## src/rtl/counter_sequencer.sv

```systemverilog
// Command sequencer for an up/down loadable counter: runs CLEAR/LOAD/UP n/DOWN n
// cycle-exactly over the counter controls and reports the resulting count with status.
module counter_sequencer #(
  parameter int unsigned WIDTH  = 4,
  parameter int unsigned STEP_W = 8
) (
  input  logic              clk,
  input  logic              rst,
  input  logic              cmd_valid,
  output logic              cmd_ready,
  input  logic [1:0]        cmd_op,
  input  logic [WIDTH-1:0]  cmd_data,
  input  logic [STEP_W-1:0] cmd_steps,
  input  logic              abort,
  input  logic [WIDTH-1:0]  count_out,
  output logic              load_n,
  output logic              ce,
  output logic              up_down,
  output logic [WIDTH-1:0]  data_load,
  output logic              done,
  output logic [WIDTH-1:0]  result,
  output logic              wrapped,
  output logic              aborted,
  output logic              busy
);

  localparam logic [1:0] OP_LOAD = 2'b01;
  localparam logic [1:0] OP_UP   = 2'b10;

  typedef enum logic [1:0] {
    S_IDLE,
    S_DRIVE,
    S_CAPTURE
  } state_t;

  state_t              r_state;
  state_t              w_next;
  logic                r_is_count;
  logic [STEP_W-1:0]   r_steps;
  logic                r_wrap_flag;
  logic                r_abort_flag;
  logic                r_up_down;
  logic [WIDTH-1:0]    r_data_load;
  logic                r_done;
  logic [WIDTH-1:0]    r_result;
  logic                r_wrapped;
  logic                r_aborted;
  logic                w_accept;
  logic                w_wrap_hit;
  logic                w_load_n;
  logic                w_ce;

  assign w_accept   = cmd_valid && (r_state == S_IDLE);
  assign w_wrap_hit = r_up_down ? (count_out == {WIDTH{1'b1}}) : (count_out == '0);

  // State register
  always_ff @(posedge clk or negedge rst) begin
    if (!rst) r_state <= S_IDLE;
    else      r_state <= w_next;
  end

  // Next state and counter controls; abort kills ce within the same cycle
  always_comb begin
    w_next   = r_state;
    w_load_n = 1'b1;
    w_ce     = 1'b0;
    case (r_state)
      S_IDLE: begin
        if (w_accept)
          w_next = (cmd_op[1] && (cmd_steps == '0)) ? S_CAPTURE : S_DRIVE;
      end
      S_DRIVE: begin
        if (!r_is_count) begin
          w_load_n = 1'b0;
          w_next   = S_CAPTURE;
        end else if (abort) begin
          w_next = S_CAPTURE;
        end else begin
          w_ce = 1'b1;
          if (r_steps == STEP_W'(1)) w_next = S_CAPTURE;
        end
      end
      S_CAPTURE: w_next = S_IDLE;
      default:   w_next = S_IDLE;
    endcase
  end

  // Command latch, step tracking, status and result capture
  always_ff @(posedge clk or negedge rst) begin
    if (!rst) begin
      r_is_count   <= 1'b0;
      r_steps      <= '0;
      r_wrap_flag  <= 1'b0;
      r_abort_flag <= 1'b0;
      r_up_down    <= 1'b0;
      r_data_load  <= '0;
      r_done       <= 1'b0;
      r_result     <= '0;
      r_wrapped    <= 1'b0;
      r_aborted    <= 1'b0;
    end else begin
      r_done <= (r_state == S_CAPTURE);
      if (w_accept) begin
        r_is_count   <= cmd_op[1];
        r_steps      <= cmd_steps;
        r_wrap_flag  <= 1'b0;
        r_abort_flag <= 1'b0;
        r_wrapped    <= 1'b0;
        r_aborted    <= 1'b0;
        if (!cmd_op[1])
          r_data_load <= (cmd_op == OP_LOAD) ? cmd_data : '0;
        else if (cmd_steps != '0)
          r_up_down <= (cmd_op == OP_UP);
      end
      if ((r_state == S_DRIVE) && r_is_count) begin
        if (abort) begin
          r_abort_flag <= 1'b1;
        end else begin
          r_steps <= r_steps - STEP_W'(1);
          if (w_wrap_hit) r_wrap_flag <= 1'b1;
        end
      end
      if (r_state == S_CAPTURE) begin
        r_result  <= count_out;
        r_wrapped <= r_wrap_flag;
        r_aborted <= r_abort_flag;
      end
    end
  end

  assign cmd_ready = rst && (r_state == S_IDLE);
  assign busy      = (r_state != S_IDLE);
  assign load_n    = w_load_n;
  assign ce        = w_ce;
  assign up_down   = r_up_down;
  assign data_load = r_data_load;
  assign done      = r_done;
  assign result    = r_result;
  assign wrapped   = r_wrapped;
  assign aborted   = r_aborted;

endmodule

```

## config.mk

```make
export PLATFORM = sky130hd
export DESIGN_NAME = counter_sequencer
export DESIGN_NICKNAME = d
export VERILOG_FILES = /design/src/rtl/counter_sequencer.sv
export SDC_FILE = /design/constraint.sdc
export NUM_CORES = 1
export LEC_CHECK = 0
export ABC_CLOCK_PERIOD_IN_PS = 1750
export CORE_MARGIN = 2
export CORE_UTILIZATION = 25
export CTS_CLUSTER_SIZE = 24
export DETAILED_ROUTE_END_ITERATION = 12
export SLEW_MARGIN = 20
export SYNTH_ARGS = -nofsm -noshare
export SYNTH_HDL_FRONTEND = slang
export SYNTH_SLANG_ARGS = --single-unit
```

## constraint.sdc

```tcl
create_clock -name clk -period 1.75 [get_ports clk]
set_input_delay 0.4375 -clock clk [delete_from_list [all_inputs] [get_ports clk]]
set_output_delay 0.4375 -clock clk [all_outputs]
set_load 0.05 [all_outputs]
```

* Yosys cells after proc, flatten, opt, wreduce, memory -nomap -nowiden
Index checks and enable logic that the tools add are counted.
Word-level totals: register bits after elaboration 25, input bits 22, output and inout port bits 16, word-level logic and storage cells 60
Cells by class: add/sub/neg operators 1, equal/unequal tests 8, multiplexer cells 26, bitwise logic cells 1, reductions and logical operators 13
Operators with widths (count):
- two-way mux 8 bit | 3
- two-way mux 1 bit | 16
- two-way mux 2 bit | 5
- == test 8 x 1 -> 1 bit, second input constant | 1
- zero test 8 bit | 1
- nonzero test 8 bit | 1
- subtractor 8 x 1 -> 8 bit, second input constant | 1
- == test 2 x 1 -> 1 bit, second input constant | 2
- == test 2 bit, second input constant | 2
- == test 4 bit, second input constant | 1
- logical AND 1 bit | 4
- zero test 4 bit | 1
- two-way mux 4 bit | 1
- inequality test 4 bit, second input constant | 1
- case mux 2 bit (2 select lines) | 1
- AND reduction 2 bit | 2
- nonzero test 2 bit | 2
- AND reduction 3 bit | 1
- zero test 2 bit | 1
- inequality test 2 bit, second input constant | 1
- NOT 1 bit | 1

* Longest topological paths before layout
Gate-level depths: netlist (run 1).
depth after elaboration 6, mapped depth 5, mapped depth without buffers 5

* Worst setup path before layout (run 1)
OpenSTA, ideal clock, no wires.
kind register to output, from reg r_state[1], to out cmd_ready, arrival time 1.553 ns, required time 1.312 ns, path slack -0.241 ns, stages on the path, launching flop included 3, path buffers 0, cell sequence dfrtp_1 or2_2 nor2_1
Between the ends: word-level cells in the longest chain between the ends 2
Ends and longest elaborated chain:
- from (decl) | line 36 | state_t r_state;
- from (signal assigned) | line 59 | else r_state <= w_next;
- zero test 2 bit | line 131 | assign cmd_ready = rst && (r_state == S_IDLE);
- logical AND 1 bit | line 131
- to (decl) | line 10 | output logic cmd_ready,
Every way passes these cells.

* Final worst setup path (run 1)
Ends and elaborated chain as after synthesis.

==> results of run 1 <==
[repair_timing]
item,in CTS,in global routing
pin swaps,1,4
setup endpoints to repair,4,7
setup buffers,4,0
resized for setup,3,11
[per-layer routing]
metal	vias up	global-route usage, %	routed length (um)
met5	-	0	0
met4	0	1.82	17
met3	2	3.25	110
met2	21	19.8	1500
met1	532	16.2	1410
li1	573	-	-
[state kept, by name, indices dropped and copies added (netlist names), 2 cells and up]
name,cells
r_state,2
data_load,4
result,4
r_steps,8
[where the power goes]
group	total [mW]	leakage, nW	internal, mW	switching, mW
clock	0.343	0.0228	0.163	0.180
sequential	1.02	0.308	0.823	0.200
combinational	1.69	0.559	0.674	1.02
[worst reg2reg max path, stage by stage, from the launching register on]
cell,delay (ns)
sky130_fd_sc_hd__dfrtp_2,0.44
sky130_fd_sc_hd__nor4bb_2,0.26
sky130_fd_sc_hd__buf_4,0.17
sky130_fd_sc_hd__buf_4,0.15
sky130_fd_sc_hd__mux2_1,0.32
sky130_fd_sc_hd__o221a_1,0.22
[cell families (layout without fill, tap and decap cells)]
family,count (synthesis),after routing
AO/OA/AOI/OAI,27,27
buffers and inverters,9,65
flip-flops,25,25
adder cells (fa/ha/maj),2,2
AND/OR/NAND/NOR,64,64
multiplexers,3,3
[stage by stage]
step / utilization [%] / setup TNS (ns) / hold slack, ns / setup slack [ns]
6_report: 40.3 / 0 / 0.479 / 0.0191
5_1_grt: 40.3 / -0.0983 / 0.503 / -0.0400
4_1_cts: 39.6 / 0 / 0.487 / 0.0102
3_5_place_dp: 38.0 / -3.30 / 0.465 / -0.311
3_3_place_gp: 38.0 / -3.06 / 0.460 / -0.280
2_1_floorplan: - / 0 / 0.142 / 0.136
[placed cells by master (no fill, tap or decap), drive strengths merged]
cell and count:
o31ai 2, inv 6, a22oi 1, and4 1, dlymetal6s2s 5, nor4bb 1
nand2b 4, buf 34, nor3 4, dlygate4sd2 1, nand3b 1, a22o 1
o21a 1, or4 3, clkdlybuf4s50 15, nand3 4, a21boi 1, o21ai 7
mux2 1, a311oi 4, or2b 1, a31oi 2, dfrtp 25, mux2i 2
or3b 1, clkbuf 4, a21oi 6, nor3b 2, nand4 2, ha 2
o221a 2, or3 1, nand2 27, nor2 10, or2 2
[worst min-delay path by stage]
stage               slack (ns)  cells after the start               endpoint
finish                    0.48                      2  result[1]$_DFFE_PN0P_
global route              0.50                      2  result[3]$_DFFE_PN0P_
CTS                       0.49                      2  result[0]$_DFFE_PN0P_
detailed placement        0.46                      2  result[0]$_DFFE_PN0P_
global placement          0.46                      2    wrapped$_DFFE_PN0P_
floorplan                 0.14                      0    aborted$_DFFE_PN0P_
[final cells by class]
cell class | instances | area, um2 | share of cell area, %
clock buffers | 4 | 45.0 | 2.36
inverters | 6 | 22.5 | 1.18
multi-input cells | 96 | 596 | 31.3
flip-flops and latches | 25 | 628 | 33.0
well taps | 67 | 83.8 | 4.40
repair buffers | 55 | 531 | 27.8
==> summary.txt, run 1 <==
FLOORPLANNING
---------------------------------------------------------------------------------
Core Rows ..........................................................           25
Die boundary height ................................................      74.0 um
Starting density of the core .......................................        26.0%
Area of the core ...................................................  0.00472 mm2
Die outline area ...................................................  0.00548 mm2
Number of top-level pins ...........................................           38
Die Wd .............................................................      74.0 um

DRT
---------------------------------------------------------------------------------
Number of nets with antenna violations after routing ...............            0
Average wire length per cell after detail routing ..................      12.0 um
Vias after detailed routing ........................................         1128
Total Wirelength ...................................................      3.04 mm
Vias/cell ..........................................................         4.46
Count of TritonRoute iterations in the first routing pass ..........            4
Residual DRC count .................................................            0
First DRT Iteration DRCs ...........................................           61

CLOCK NETWORK
---------------------------------------------------------------------------------
Clock insertion delay at the later pin of the skew report ..........      0.26 ns
H-tree Lvls ........................................................            1
Maximum number of buffers from clock root to sink ..................            2
Register clock-pin slew on the reported worst setup and hold paths .      0.09 ns
Inserted Clock Buffers .............................................            3
Cts hold-fix bufs ..................................................            0
Root cell of the clock tree ........................................ sky130_fd_sc_hd__clkbuf_8
Clk sink count .....................................................           25
CTS tree ...........................................................        built

WORST SETUP PATH
---------------------------------------------------------------------------------
Destination of the critical timing path ............................    cmd_ready
CP startpoint kind .................................................    flip-flop
R2R Setup Slk ......................................................      0.09 ns
Nature of the critical path endpoint ...............................  output port
Data required time of the worst path ...............................      1.31 ns
Reg-to-reg endpoint ................................................ r_steps[6]$_DFF_PN0_
Ordered cell list for the critical path ............................ or2_2, nor2_4, buf_12
Worst r2r src ...................................................... r_state[1]$_DFFE_PN0P_
Critical Path Slowest Stage Cell ................................... sky130_fd_sc_hd__dfrtp_2
Cell count of the worst reg-to-reg path ............................            5
Critical Path AT ...................................................      1.29 ns
Critical Path Start ................................................ r_state[1]$_DFFE_PN0P_
Critical path class ................................................ flip-flop to output port
Delay of the slowest cell on the worst path ........................      0.44 ns
Worst path depth ...................................................            3
CP bufs+invs .......................................................            1
Maximum net fanout on the critical path ............................            4
Largest delay contributor family on the critical path .............. simple AND/OR/NAND/NOR gates

HOLD PATH
---------------------------------------------------------------------------------
Path class of the lowest-slack min-delay path ...................... flip-flop to flip-flop
HP Start ........................................................... result[1]$_DFFE_PN0P_

LAYOUT
---------------------------------------------------------------------------------
Post-layout nets ...................................................          211
Fill cell instance count of the final layout .......................          478
Area added between synthesis and finish ............................        55.4%
Non-filler instance count after layout .............................          253
Antenna cell count .................................................            0
Share of post-route cells with drive strength above 1 ..............        25.8%
Final instance area ................................................  0.00191 mm2

SYNTHESIS
---------------------------------------------------------------------------------
Post-Synth Adder-Cell Area .........................................        2.04%
Area fraction in compound gates after synthesis ....................        14.8%
Syn nets ...........................................................          154
Most repeated cell in the gate-level netlist after synthesis ....... sky130_fd_sc_hd__nand2_1
Share of the synthesized netlist area taken by xor and xnor gates ..           0%
Mean area per synthesized cell .....................................     9.43 um2
Mux share of post-synthesis cell area ..............................        2.55%
Syn Std Cell Area ..................................................  0.00123 mm2
Cell taking the most area after synthesis .......................... sky130_fd_sc_hd__dfrtp_1
Number of synthesized register bits ................................           25
Number of standard cells after synthesis ...........................          130
Synth warnings .....................................................            0
Area share of the largest cell type after synthesis ................        51.0%
FFs w/ async S/R, synth ............................................         100%
Largest family of logic cells by synthesized area .................. simple AND/OR/NAND/NOR gates
Number of synthesized flops with an enable pin .....................            0
Library cells used by synthesis ....................................           35
Sequential element share of the synthesized area ...................        51.0%
Top cell types by occurrence after synthesis ....................... sky130_fd_sc_hd__nand2_1 (27), sky130_fd_sc_hd__dfrtp_1 (25), sky130_fd_sc_hd__nor2_1 (10)
Synth area leaders ................................................. sky130_fd_sc_hd__dfrtp_1 (51%), sky130_fd_sc_hd__nand2_1 (8.3%), sky130_fd_sc_hd__nor2_1 (3.1%)
Top FF cell, synth ................................................. sky130_fd_sc_hd__dfrtp_1
Simple logic cell fraction of the synthesized area .................        26.4%

GRT
---------------------------------------------------------------------------------
Combined global-route utilization of all metal layers ..............        12.0%
Global route overflow ..............................................            0
Global-route wire length before repair .............................      5.05 mm
Antenna violations before repair ...................................            0
Vias in the first global route .....................................         1079
Pin count of the biggest net entering global routing ...............           26

TIMING
---------------------------------------------------------------------------------
RSZ-0062 raised after global routing ...............................          yes
Relative slew slack ................................................        76.5%
Period Utilization, post-route .....................................        98.9%
Final critical path time including I/O delays and setup ............      1.73 ns
Hold Fails Final Rpt ...............................................            0
Slew Limit Fails ...................................................            0
Layout Skew ........................................................   0.00233 ns
Worst Tran Pin Value ...............................................     0.350 ns
Final setup vio count ..............................................            0
Max frequency ......................................................      578 MHz

JOB
---------------------------------------------------------------------------------
Number of max-cap violations .......................................            0

PLACE
---------------------------------------------------------------------------------
Sum of net half-perimeters after detailed placement ................      2.25 mm
IO Port Bufs .......................................................           37
Total instance count after detailed placement ......................          245
Final weighted congestion of routability-driven global placement ...        0.778
Area after detailed placement ......................................  0.00179 mm2

RUN STATUS
---------------------------------------------------------------------------------
Run status ......................................................... finished, final reports clean

PWR
---------------------------------------------------------------------------------
Pwr dens ...........................................................  1600 mW/mm2
Worst voltage drop across the vdd grid .............................   0.000534 V
Power Total ........................................................      3.06 mW
Leak Pwr ...........................................................     0.890 nW

Note: power is estimated with default switching activity, not from simulation.
==> inputs of run 2 (changes only) <==
- CORE_UTILIZATION: 25 -> 45
- PLACE_DENSITY_LB_ADDON: not set -> 0.08
==> summary.txt, run 2 (same netlist as run 1, synthesis figures left out) <==
PLACE
---------------------------------------------------------------------------------
Sum of net half-perimeters after detailed placement ................      2.20 mm   -2.6%
Final weighted congestion of routability-driven global placement ...        0.837   +7.6%
Total instance count after detailed placement ......................          206   -16%
Area after detailed placement ......................................  0.00173 mm2   -3.4%
Setup slack after placement ........................................    -0.293 ns   +0.0180 ns
IO Port Bufs .......................................................           37   unchanged

JOB
---------------------------------------------------------------------------------
Number of max-cap violations .......................................            0   unchanged

LAYOUT
---------------------------------------------------------------------------------
Number of flip-flops under the largest register name ...............            8   unchanged
Final instance area ................................................  0.00183 mm2   -3.7%
Multi-input gate area ..............................................      607 um2   +1.9%
Antenna cell count .................................................            0   unchanged
Flip-flop and latch area ...........................................      628 um2   unchanged
Fill cell instance count of the final layout .......................          198   -59%
Commonest non-fill, non-tap cell in the layout ..................... sky130_fd_sc_hd__buf_4
Finished Core Util .................................................        72.7%   +32 points
Post-layout nets ...................................................          210   -0.47%
Most flops, register ...............................................      r_steps
Most frequent cells in the layout .................................. sky130_fd_sc_hd__buf_4 (29), sky130_fd_sc_hd__nand2_1 (27), sky130_fd_sc_hd__dfrtp_1 (23), sky130_fd_sc_hd__clkdlybuf4s50_1 (18), sky130_fd_sc_hd__nor2_1 (8)
Non-filler instance count after layout .............................          215   -15%
Share of post-route cells with drive strength above 1 ..............        25.9%   +0.14 points
Area added between synthesis and finish ............................        49.6%

CLOCK NETWORK
---------------------------------------------------------------------------------
H-tree Lvls ........................................................            1   unchanged
Maximum number of buffers from clock root to sink ..................            2   unchanged
Register clock-pin slew on the reported worst setup and hold paths .      0.14 ns   +0.05 ns
Clk sink count .....................................................           25   unchanged
CTS tree ...........................................................        built
Clock insertion delay at the later pin of the skew report ..........      0.32 ns   +0.06 ns
Inserted Clock Buffers .............................................            3   unchanged
Root cell of the clock tree ........................................ sky130_fd_sc_hd__clkbuf_4

TIMING
---------------------------------------------------------------------------------
Relative slew slack ................................................        77.1%   +0.57 points
Worst Setup Slack, final ...........................................   -0.0435 ns   -0.0627 ns
Post-route setup TNS ...............................................   -0.0485 ns   -0.0485 ns
Final critical path time including I/O delays and setup ............      1.79 ns   +0.0627 ns
RSZ-0062 raised after global routing ...............................          yes
Layout Skew ........................................................   0.00628 ns   +0.00395 ns
Slew Limit Fails ...................................................            0   unchanged
Period Utilization, post-route .....................................         102%   +3.6 points
Hold Fails Final Rpt ...............................................            0   unchanged
Worst Tran Pin Value ...............................................     0.343 ns   -0.00731 ns
Worst slack on hold paths ..........................................     0.424 ns   -0.0550 ns
Final setup vio count ..............................................            2   +2
Max frequency ......................................................      558 MHz   -3.5%

WORST SETUP PATH
---------------------------------------------------------------------------------
R2R Setup Slk ......................................................      0.03 ns   -0.06 ns
Critical Path Slowest Stage Cell ................................... sky130_fd_sc_hd__dfrtp_2
Critical Path AT ...................................................      1.36 ns   +0.07 ns
CP startpoint kind .................................................    flip-flop
Maximum net fanout on the critical path ............................            4   unchanged
Data required time of the worst path ...............................      1.31 ns   about the same
Largest delay contributor family on the critical path ..............   flip-flops
Reg-to-reg endpoint ................................................ r_steps[5]$_DFF_PN0_
CP bufs+invs .......................................................            2   +1
Delay of the slowest cell on the worst path ........................      0.47 ns   +0.03 ns
Cell count of the worst reg-to-reg path ............................            5   unchanged
Nature of the critical path endpoint ...............................  output port
Critical path class ................................................ flip-flop to output port
Worst r2r src ...................................................... r_state[1]$_DFFE_PN0P_
Ordered cell list for the critical path ............................ nor4bb_4, buf_4, buf_12

HOLD PATH
---------------------------------------------------------------------------------
HP Start ........................................................... cmd_steps[2]
Path class of the lowest-slack min-delay path ...................... input port to flip-flop
Number of cells on the worst hold path .............................            3   +1
Endpoint, Worst Hold ............................................... r_steps[2]$_DFF_PN0_

RUN STATUS
---------------------------------------------------------------------------------
Run status ......................................................... finished with violations
Violations in the final reports .................................... negative setup slack

FLOORPLANNING
---------------------------------------------------------------------------------
Die outline area ...................................................  0.00316 mm2   -42%
Die boundary height ................................................      56.2 um   -24%
Number of top-level pins ...........................................           38   unchanged
Die Wd .............................................................      56.2 um   -24%
Starting density of the core .......................................        48.6%   +23 points
Core Rows ..........................................................           18   -28%
Area of the core ...................................................  0.00252 mm2   -47%

GRT
---------------------------------------------------------------------------------
Combined global-route utilization of all metal layers ..............        20.5%   +8.5 points
Pin count of the biggest net entering global routing ...............           26   unchanged
Global-route wire length before repair .............................      5.12 mm   +1.4%
Antenna violations before repair ...................................            0   unchanged
Global route overflow ..............................................            0   unchanged
Vias in the first global route .....................................         1113   +3.2%

DRT
---------------------------------------------------------------------------------
Average wire length per cell after detail routing ..................      14.6 um   +22%
Number of nets with antenna violations after routing ...............            0   unchanged
Count of TritonRoute iterations in the first routing pass ..........            4   unchanged
First DRT Iteration DRCs ...........................................           33   -46%
Vias/cell ..........................................................         5.49   +23%
Vias after detailed routing ........................................         1180   +4.6%
Residual DRC count .................................................            0   unchanged
Total Wirelength ...................................................      3.15 mm   +3.7%

PWR
---------------------------------------------------------------------------------
Pwr dens ...........................................................  1660 mW/mm2   +3.8%
Leak Pwr ...........................................................     0.857 nW   -3.7%
Worst voltage drop across the vdd grid .............................    0.00147 V   +180%
Power Total ........................................................      3.05 mW   -0.12%

-- run 2: changes by cell type in the layout (fill, tap and decap cells not counted), sizes merged --
cell,change
dlymetal6s2s,-3
clkbuf,-1
buf,-1
clkdlybuf4s50,+3
clkinv,+1
-- run 2: final cells by class --
| cell class | count | area share [%] |
|---|---|---|
| flip-flops and latches | 25 | 34.2 |
| inverters | 6 | 1.23 |
| multi-input cells | 96 | 33.1 |
| clock buffers | 3 | 1.23 |
| well taps | 30 | 2.05 |
| repair buffers | 54 | 27.9 |
| clock inverters | 1 | 0.273 |
-- run 2: how the worst max path moves through the flow --
stage,startpoint,end,slack (ns),cells past startpoint
final,r_state[1]$_DFFE_PN0P_,ce,-0.04,3
after global routing,r_state[1]$_DFFE_PN0P_,ce,-0.11,3
after CTS,r_state[1]$_DFFE_PN0P_,ce,-0.04,3
after detailed placement,abort,r_steps[6]$_DFF_PN0_,-0.29,5
after global placement,abort,r_steps[6]$_DFF_PN0_,-0.23,5
after floorplan,r_state[1]$_DFFE_PN0P_,cmd_ready,0.14,2
-- run 2: what timing repair did --
| action | 4_1_cts | 5_1_grt |
|---|---|---|
| hold buffers | 0 | 0 |
| setup buffers | 5 | 0 |
| cloned | 0 | 0 |
| endpoints found under the setup margin | 3 | 5 |
| pin swaps | 3 | 4 |
| gates resized for setup | 4 | 8 |
-- run 2: power breakdown --
part / total (mW) / internal [mW] / leakage [nW] / switching (mW)
sequential: 1.03 / 0.821 / 0.308 / 0.213
clock: 0.267 / 0.0857 / 0.0177 / 0.181
combinational: 1.75 / 0.713 / 0.531 / 1.04
total: 3.05 / 1.62 / 0.857 / 1.43
-- run 2: metal layers --
| metal | track usage (%) | wire length (um) |
|---|---|---|
| met2 | 32.3 | 1550 |
| met5 | 0 | 0 |
| met3 | 2.79 | 167 |
| met1 | 28.6 | 1370 |
| met4 | 7.82 | 60 |
-- run 2: tightest hold or removal path: cells and delay by family --
kind	cells	cell delay (ns)
AND/OR/NAND/NOR	1	0.10
buffers and inverters	1	0.13
AO/OA/AOI/OAI	1	0.05
